==> src/rtl/uart_receiver.sv <==
// UART receiver: 16x oversampled frame recovery with parity/stop checking,
// a single-word holding register and RTS flow control.
module uart_receiver #(
    parameter int unsigned OVERSAMPLE = 16
) (
    input  logic       baud_clock,
    input  logic       reset,
    input  logic       serial_data_in,
    input  logic       MCR1,
    input  logic [3:0] data_length,
    input  logic       parity_en,
    input  logic       parity_odd,
    input  logic [1:0] num_stop_bit,
    input  logic       data_read,
    output logic [8:0] data_out,
    output logic       data_valid,
    output logic       rx_full,
    output logic       parity_error,
    output logic       framing_error,
    output logic       break_detect,
    output logic       overrun_error,
    output logic       n_RTS
);

    localparam logic [3:0] MID_SAMPLE  = 4'(OVERSAMPLE / 2 - 1);
    localparam logic [3:0] LAST_SAMPLE = 4'(OVERSAMPLE - 1);

    typedef enum logic [2:0] {IDLE, START, DATA, PARITY, STOP} state_t;

    state_t     state;
    logic       sync1;
    logic       rx_s;
    logic [3:0] clk_counter;
    logic [3:0] bit_counter;
    logic       stop_counter;
    logic [3:0] len_q;
    logic       two_stop_q;
    logic       par_en_q;
    logic       par_odd_q;
    logic [8:0] shift_q;
    logic       par_acc;
    logic       stop_fail;
    logic       all_zero;
    logic       armed;
    logic       done;

    always_ff @(posedge baud_clock or negedge reset) begin
        if (!reset) begin
            sync1 <= 1'b1;
            rx_s  <= 1'b1;
        end else begin
            sync1 <= serial_data_in;
            rx_s  <= sync1;
        end
    end

    always_ff @(posedge baud_clock or negedge reset) begin
        if (!reset) begin
            state         <= IDLE;
            clk_counter   <= '0;
            bit_counter   <= '0;
            stop_counter  <= 1'b0;
            len_q         <= 4'd8;
            two_stop_q    <= 1'b0;
            par_en_q      <= 1'b0;
            par_odd_q     <= 1'b0;
            shift_q       <= '0;
            par_acc       <= 1'b0;
            stop_fail     <= 1'b0;
            all_zero      <= 1'b0;
            armed         <= 1'b1;
            done          <= 1'b0;
            data_out      <= '0;
            data_valid    <= 1'b0;
            rx_full       <= 1'b0;
            parity_error  <= 1'b0;
            framing_error <= 1'b0;
            break_detect  <= 1'b0;
            overrun_error <= 1'b0;
            n_RTS         <= 1'b1;
        end else begin
            data_valid <= 1'b0;
            done       <= 1'b0;
            n_RTS      <= !(MCR1 && !rx_full);
            if (rx_s)
                armed <= 1'b1;

            // Frame results sit in the working registers for one cycle after
            // the last stop sample; nothing touches them until DATA entry.
            if (done) begin
                data_out      <= shift_q;
                parity_error  <= par_en_q && (par_acc != par_odd_q);
                framing_error <= stop_fail;
                break_detect  <= all_zero;
                data_valid    <= 1'b1;
                rx_full       <= 1'b1;
                if (rx_full)
                    overrun_error <= !data_read;
            end else if (data_read && rx_full) begin
                rx_full       <= 1'b0;
                overrun_error <= 1'b0;
            end

            if (!MCR1) begin
                state <= IDLE;
            end else begin
                case (state)
                    IDLE: begin
                        if (!rx_s && armed) begin
                            state       <= START;
                            clk_counter <= '0;
                            len_q       <= (data_length >= 4'd5 && data_length <= 4'd9)
                                           ? data_length : 4'd8;
                            two_stop_q  <= (num_stop_bit == 2'b11);
                            par_en_q    <= parity_en;
                            par_odd_q   <= parity_odd;
                        end
                    end
                    START: begin
                        if (clk_counter == MID_SAMPLE) begin
                            clk_counter <= '0;
                            if (rx_s) begin
                                state <= IDLE;
                            end else begin
                                state        <= DATA;
                                bit_counter  <= '0;
                                stop_counter <= 1'b0;
                                shift_q      <= '0;
                                par_acc      <= 1'b0;
                                stop_fail    <= 1'b0;
                                all_zero     <= 1'b1;
                            end
                        end else begin
                            clk_counter <= clk_counter + 4'd1;
                        end
                    end
                    DATA: begin
                        if (clk_counter == LAST_SAMPLE) begin
                            clk_counter          <= '0;
                            shift_q[bit_counter] <= rx_s;
                            par_acc              <= par_acc ^ rx_s;
                            all_zero             <= all_zero & !rx_s;
                            bit_counter          <= bit_counter + 4'd1;
                            if (bit_counter == len_q - 4'd1)
                                state <= par_en_q ? PARITY : STOP;
                        end else begin
                            clk_counter <= clk_counter + 4'd1;
                        end
                    end
                    PARITY: begin
                        if (clk_counter == LAST_SAMPLE) begin
                            clk_counter <= '0;
                            par_acc     <= par_acc ^ rx_s;
                            all_zero    <= all_zero & !rx_s;
                            state       <= STOP;
                        end else begin
                            clk_counter <= clk_counter + 4'd1;
                        end
                    end
                    STOP: begin
                        if (clk_counter == LAST_SAMPLE) begin
                            clk_counter <= '0;
                            stop_fail   <= stop_fail | !rx_s;
                            all_zero    <= all_zero & !rx_s;
                            if (stop_counter == two_stop_q) begin
                                state <= IDLE;
                                done  <= 1'b1;
                                // A break leaves the line low: wait for idle before rearming.
                                if (all_zero && !rx_s)
                                    armed <= 1'b0;
                            end else begin
                                stop_counter <= 1'b1;
                            end
                        end else begin
                            clk_counter <= clk_counter + 4'd1;
                        end
                    end
                    default: state <= IDLE;
                endcase
            end
        end
    end

endmodule

==> config.mk <==
export PLATFORM = sky130hd
export DESIGN_NAME = uart_receiver
export DESIGN_NICKNAME = d
export VERILOG_FILES = /design/src/rtl/uart_receiver.sv
export SDC_FILE = /design/constraint.sdc
export NUM_CORES = 1
export LEC_CHECK = 0
export CORE_ASPECT_RATIO = 1.5
export CORE_MARGIN = 3
export CORE_UTILIZATION = 45
export DETAILED_ROUTE_END_ITERATION = 10
export PLACE_DENSITY = 0.66
export SYNTH_ARGS = -nofsm -noshare
export SYNTH_HDL_FRONTEND = slang
export SYNTH_SLANG_ARGS = --single-unit
==> constraint.sdc <==
create_clock -name baud_clock -period 2.62 [get_ports baud_clock]
set_clock_uncertainty 0.15 [all_clocks]
set_input_delay 0.262 -clock baud_clock [delete_from_list [all_inputs] [get_ports baud_clock]]
set_output_delay 0.262 -clock baud_clock [all_outputs]
set_load 0.1 [all_outputs]
==> results of run 1 <==
-- cell usage in the layout, fill, tap and decap left out, types with 2 or more instances in the layout --
cell type,Yosys,routed
o31ai_1,4,4
o21ai_0,27,27
mux2_2,15,15
a21o_1,4,4
buf_4,1,20
a21oi_1,16,16
a211oi_1,2,2
a31oi_1,4,4
nor3_1,4,4
clkdlybuf4s50_1,0,11
nor4b_4,3,3
xor2_1,3,3
xnor2_1,5,5
ha_1,6,6
a32o_1,2,2
nand2_1,39,39
mux2i_1,4,4
inv_1,14,14
dfrtp_1,46,46
nand3_1,7,7
nand2b_1,3,3
nor2b_1,3,3
clkbuf_8,0,6
dfstp_2,5,5
nor2_1,8,8
-- per-stage QoR --
| step | instances | hold WS [ns] |
|---|---|---|
| after global placement | 344 | 0.196 |
| after global routing | 353 | 0.193 |
| after floorplan | 254 | -0.184 |
| after CTS | 353 | 0.199 |
| final | 353 | 0.205 |
| after detailed placement | 344 | 0.192 |
-- power by group through the flow --
stage | Clock [W] | Combinational (W) | Sequential [W]
final | 0.000577 | 0.000442 | 0.000973
after global routing | 0.000627 | 0.000501 | 0.000991
after CTS | 0.000595 | 0.000446 | 0.000974
after detailed placement | 0 | 0.000441 | 0.000988
after global placement | 0 | 0.000435 | 0.000986
after floorplan | 0 | 0.000377 | 0.000949
-- kinds of logic (layout without fill, tap and decap cells) --
logic type               after synthesis  after routing  synth area share
AO/OA/AOI/OAI                         66             66             0.162
AND/OR/NAND/NOR                       78             78             0.162
adder cells (fa/ha/maj)                6              6            0.0288
flip-flops                            51             51             0.493
multiplexers                          19             19            0.0802
XOR/XNOR                               8              8            0.0269
buffers and inverters                 26             55            0.0466
-- state kept, by name (all words and copies together), names as in the netlist, 3 cells and up --
signal / flops
data_out: 9
shift_q: 9
bit_counter: 4
clk_counter: 4
len_q: 4
state: 3
-- layout make-up --
type / count / area (um^2) / area share
Inverter: 14 / 52.6 / 0.0174
Sequential cell: 51 / 1280 / 0.425
Tap cell: 70 / 87.6 / 0.0290
Multi-Input combinational cell: 177 / 1200 / 0.397
Timing Repair Buffer: 33 / 275 / 0.0912
Clock inverter: 2 / 38.8 / 0.0128
Clock buffer: 6 / 82.6 / 0.0274
-- per-layer routing --
metal  part of all wire  vias up  track usage
met1               0.41      916        0.203
li1                   -      936            -
met4              0.030        0       0.0796
met2               0.54       30        0.290
met3              0.025       14       0.0294
met5                  0        -            0
-- worst paths after layout --
kind	from	end	slack, ns	depth (start not counted)
setup reg to reg	clk_counter[0]$_DFFE_PN0P_	par_acc$_DFFE_PN0P_	0.45	6
hold / removal	serial_data_in	sync1$_DFF_PN1_	0.21	1
setup / recovery	clk_counter[0]$_DFFE_PN0P_	par_acc$_DFFE_PN0P_	0.45	6
min in group asynchronous	reset	parity_error$_DFFE_PN0P_	0.38	2
max in group asynchronous	reset	armed$_DFF_PN1_	1.25	3
hold reg to reg	sync1$_DFF_PN1_	rx_s$_DFF_PN1_	0.21	0
==> results.py, run 1 <==
metrics = {
    "run_status": {
        "status": "finished, final reports clean",
    },
    "place": {
        "dp_slack_ns": 0.461,
        "io_buffer_count": 28,
        "finalWeightedCongestion": 0.806,
        "dpl.hpwl_mm": 3.66,
        "dpl_cell_area_um2": 2890,
    },
    "worst_setup_path": {
        "worst-path-buf-inv": 0,
        "cp.arrival_ns": 2.24,
        "cp-end-kind": "flop",
        "path_cells": "ha_1 -> nor4bb_1 -> o21ai_2 -> nor4_1 -> a21oi_1 -> o21ai_0",
        "crit_path_max_fanout": 7,
        "crit_family": "simple AND/OR/NAND/NOR gates",
        "crit_path_max_incr_delay_ns": 0.42,
        "critPathLaunchType": "flop",
        "required_ns": 2.69,
        "crit_slowest_cell": "nor4bb_1",
        "crit_type": "flop to flop",
    },
    "logic_synthesis": {
        "ys_top_cells_by_area": "dfrtp_1 44%, mux2_2 6.5%, nand2_1 5.6%",
        "synth.largest_area_cell": "dfrtp_1",
        "synth_edf_count": 0,
        "synthFlopType": "dfrtp_1",
        "avgSynthCellArea_um2": 10.3,
        "ys_ff_latch": 51,
        "synth_seq_area_share": 0.493,
        "post_synth_instance_area_um2": 2600,
        "yosys_warnings": 0,
        "netlist.area_leader.share": 0.442,
        "ys_top_cells_by_count": "46 x dfrtp_1, 39 x nand2_1, 27 x o21ai_0",
        "async_reset_ff_frac": 1.00,
        "synthCells": 254,
        "yosysMostFrequentCell": "dfrtp_1",
        "synth_nets": 273,
        "synth_cell_types": 44,
    },
    "drt": {
        "wl_per_cell_um": 14.5,
        "wirelength_mm": 5.13,
        "drc_errors": 0,
        "drtPass1Iterations": 6,
        "drtAntennaViolNets": 0,
        "vias": 1896,
        "vias_per_cell": 5.37,
        "drtIter0Drc": 83,
    },
    "power": {
        "power.density_nw_per_um2": 660,
        "peakVddDrop_mv": 0.333,
        "p_int_w": 0.00139,
        "power_leakage_nw": 1.40,
        "p_seq_frac": 0.489,
        "switchingPower_w": 0.000599,
        "swShare": 0.301,
        "power_frac_clock": 0.289,
        "power_frac_comb": 0.222,
        "total_power_w": 0.00199,
    },
    "cells_and_area": {
        "final_area_um2": 3020,
        "post-route-util": 0.546,
        "drive_gt1_frac": 0.212,
        "nFillCells": 515,
        "fin_nets": 301,
        "area_delta_synth_final_pct": 16.0,
        "antenna_cells": 0,
    },
    "cts": {
        "insertion_delay_ns": 0.30,
        "cts.sinks": 51,
        "clk_path_buf_depth": 2,
        "cts_buffers": 5,
        "clk_pin_slew_ns": 0.09,
        "cts_resized": 0,
        "cts_hold_buf": 1,
        "cts_tree": "done",
        "htree_levels": 2,
        "clock-root-buffer": "clkbuf_8",
        "post_cts_buffers": 0,
    },
    "timing": {
        "setup_viol": 0,
        "setup_tns_ns": 0,
        "fin_crit_sh": 0.828,
        "fmax_ghz": 0.461,
        "slew_headroom": 0.544,
        "hold_viol": 0,
        "worst_pin_slew_ns": 0.684,
        "drv_slew": 0,
        "rsz0062_at_grt": "false",
        "setup_ws_ns": 0.450,
        "fin_crit_ns": 2.17,
    },
    "global_route": {
        "grt_pass1_vias": 1922,
        "overflow": 0,
        "grt_max_degree": 32,
        "grtUsageTotal": 0.170,
        "grt_pass1_wl_mm": 8.94,
        "antenna_found_initial": 0,
    },
    "die": {
        "die_h_um": 99.2,
        "die_w_um": 68.1,
        "boundaryPins": 29,
        "die_area_um2": 6750,
        "core_um2": 5530,
        "num_rows": 33,
        "start_util": 0.471,
    },
    "job": {
        "cap_violations": 0,
    },
    "hold_path": {
        "hp-class": "input pin to flop",
    },
}
No activity file was read; power rests on OpenSTA's default activity.
==> run 2, diff against run 1 <==
PLACE_DENSITY = 0.69   (was 0.66)
clock period = 1.8 ns   (was 2.62 ns; I/O delays follow)
==> run 2 against run 1 <==
  * The flow now finishes with violations (negative setup slack)
  * Core utilization grew 13 points
  * Register-to-register slack got worse by 0.49 ns
  * Clock power grew 12%
  * Cell count up 12%
  * Die area unchanged
  * Largest cell class is now multi-input gates
==> results.py, run 2 (same netlist as run 1, synthesis figures left out) <==
metrics = {
    "worst_setup_path": {
        "critPathLaunchType": "flop",
        "required_ns": 1.89,
        "cp.arrival_ns": 1.94,
        "crit_cells": 5,
        "worst-path-buf-inv": 0,
        "crit_path_max_incr_delay_ns": 0.47,
        "rr_worst_depth": 5,
        "crit_slowest_cell": "dfrtp_2",
        "path_cells": "nor4b_4 -> o2111ai_4 -> nor4b_4 -> nand2_1 -> nand2_1",
        "crit_type": "flop to flop",
        "cp-end-kind": "flop",
        "crit_path_max_fanout": 6,
        "crit_family": "simple AND/OR/NAND/NOR gates",
        "r2r_slack_ns": -0.04,
    },
    "place": {
        "finalWeightedCongestion": 0.828,
        "dpl.hpwl_mm": 4.01,
        "dp_slack_ns": -0.192,
        "io_buffer_count": 28,
        "dp.cells": 370,
    },
    "die": {
        "boundaryPins": 29,
        "start_util": 0.471,
        "die_area_um2": 6750,
        "core_um2": 5530,
        "die_w_um": 68.1,
        "die_h_um": 99.2,
        "num_rows": 33,
    },
    "power": {
        "peakVddDrop_mv": 0.412,
        "total_power_w": 0.00312,
        "power_leakage_nw": 1.67,
        "power.density_nw_per_um2": 840,
    },
    "cts": {
        "insertion_delay_ns": 0.30,
        "clk_pin_slew_ns": 0.09,
        "cts_tree": "done",
        "cts.sinks": 51,
        "cts_buffers": 5,
        "clock-root-buffer": "clkbuf_8",
        "clk_path_buf_depth": 2,
        "htree_levels": 2,
    },
    "global_route": {
        "antenna_found_initial": 0,
        "overflow": 0,
        "grt_max_degree": 52,
        "grt_pass1_wl_mm": 10.4,
        "grtUsageTotal": 0.197,
        "grt_pass1_vias": 2277,
    },
    "cells_and_area": {
        "layoutNonFillerInstCount": 395,
        "antenna_cells": 0,
        "drive_gt1_frac": 0.394,
        "fin_nets": 343,
        "post-route-util": 0.671,
        "area_delta_synth_final_pct": 42.7,
        "final_cell_mix": "41 x dfrtp_1, 38 x nand2_1, 35 x buf_4, 18 x buf_12, 16 x o21ai_0",
        "top_regs": "data_out: 9 flops, shift_q: 9 flops",
        "nFillCells": 428,
        "mostFrequentLayoutCell": "dfrtp_1",
    },
    "hold_path": {
        "min_path_cells": 1,
        "hp-class": "input pin to flop",
    },
    "timing": {
        "rsz0062_at_grt": "true",
        "setup_ws_ns": -0.0438,
        "drv_slew": 0,
        "hold_viol": 0,
        "fmax_ghz": 0.542,
        "fin_crit_sh": 1.02,
        "fin_crit_ns": 1.84,
        "worst_pin_slew_ns": 0.690,
        "setup_viol": 9,
        "slew_headroom": 0.540,
        "setup_tns_ns": -0.183,
    },
    "drt": {
        "vias_per_cell": 5.43,
        "drtIter0Drc": 120,
        "drtAntennaViolNets": 0,
        "wirelength_mm": 6.08,
        "drc_errors": 0,
        "vias": 2146,
        "wl_per_cell_um": 15.4,
        "drtPass1Iterations": 4,
    },
    "run_status": {
        "failed_checks": "negative setup slack",
        "status": "finished, violations left",
    },
    "job": {
        "cap_violations": 0,
    },
}
run 2: cell types whose count changed in the layout (fill, tap and decap cells not counted), sizes merged:
| cell | previous run | this run |
|---|---|---|
| buf | 21 | 62 |
| bufinv | 1 | 0 |
| clkinv | 0 | 1 |
| clkinvlp | 0 | 1 |
| inv | 15 | 14 |
| o2111ai | 1 | 2 |
run 2: cell type report:
class	instances	area [um^2]	area share
flip-flops and latches	51	1290	0.347
repair buffers	74	832	0.224
clock buffers	6	72.6	0.0195
inverters	14	52.6	0.0141
well taps	70	87.6	0.0236
multi-input cells	178	1370	0.368
clock inverters	2	12.5	0.00337
run 2: worst reg2reg max path: cells and delay by family (launching register included):
kind / cells / cell delay [ns]
simple gates: 4 / 0.89
compound gates: 1 / 0.27
flops: 1 / 0.47
run 2: timing repair:
action / CTS / global route
resized for setup: 27 / 27
gates cloned: 1 / 1
hold buffers: 1 / 0
pin swaps: 13 / 26
hold endpoints to repair: 51 / 0
setup endpoints to repair: 20 / 26
setup buffers: 5 / 9
run 2: per-stage QoR:
stage | hold WS (ns) | area [um^2]
6_report | 0.121 | 3710
5_1_grt | 0.118 | 3710
4_1_cts | 0.116 | 3550
3_5_place_dp | 0.0430 | 3310
3_3_place_gp | 0.0394 | 3310
2_1_floorplan | -0.266 | 2600
run 2: final timing paths:
path	startpoint	to
min	serial_data_in	sync1$_DFF_PN1_
max reg2reg	state[1]$_DFFE_PN0P_	shift_q[5]$_DFFE_PN0P_
max	state[1]$_DFFE_PN0P_	shift_q[5]$_DFFE_PN0P_
min in group asynchronous	reset	parity_error$_DFFE_PN0P_
max in group asynchronous	reset	n_RTS$_DFF_PN1_
min reg2reg	sync1$_DFF_PN1_	rx_s$_DFF_PN1_
run 2: per-layer routing:
| metal | track usage | up-vias | wire (um) |
|---|---|---|---|
| li1 | - | 1031 | - |
| met1 | 0.235 | 1069 | 2420 |
| met2 | 0.340 | 35 | 3370 |
| met3 | 0.0328 | 11 | 138 |
| met4 | 0.0812 | 0 | 150 |
| met5 | 0 | - | 0 |
run 2: where the power goes:
group          switching [W]  internal (W)
registers           0.000138       0.00127
clock network       0.000376      0.000272
logic               0.000495      0.000567
total                0.00101       0.00211
==> run 3, diff against run 2 <==
SLEW_MARGIN = 30   (was not set)
==> results of run 3 <==
Same layout as run 2: the final DEF is identical, and so are final timing and power.
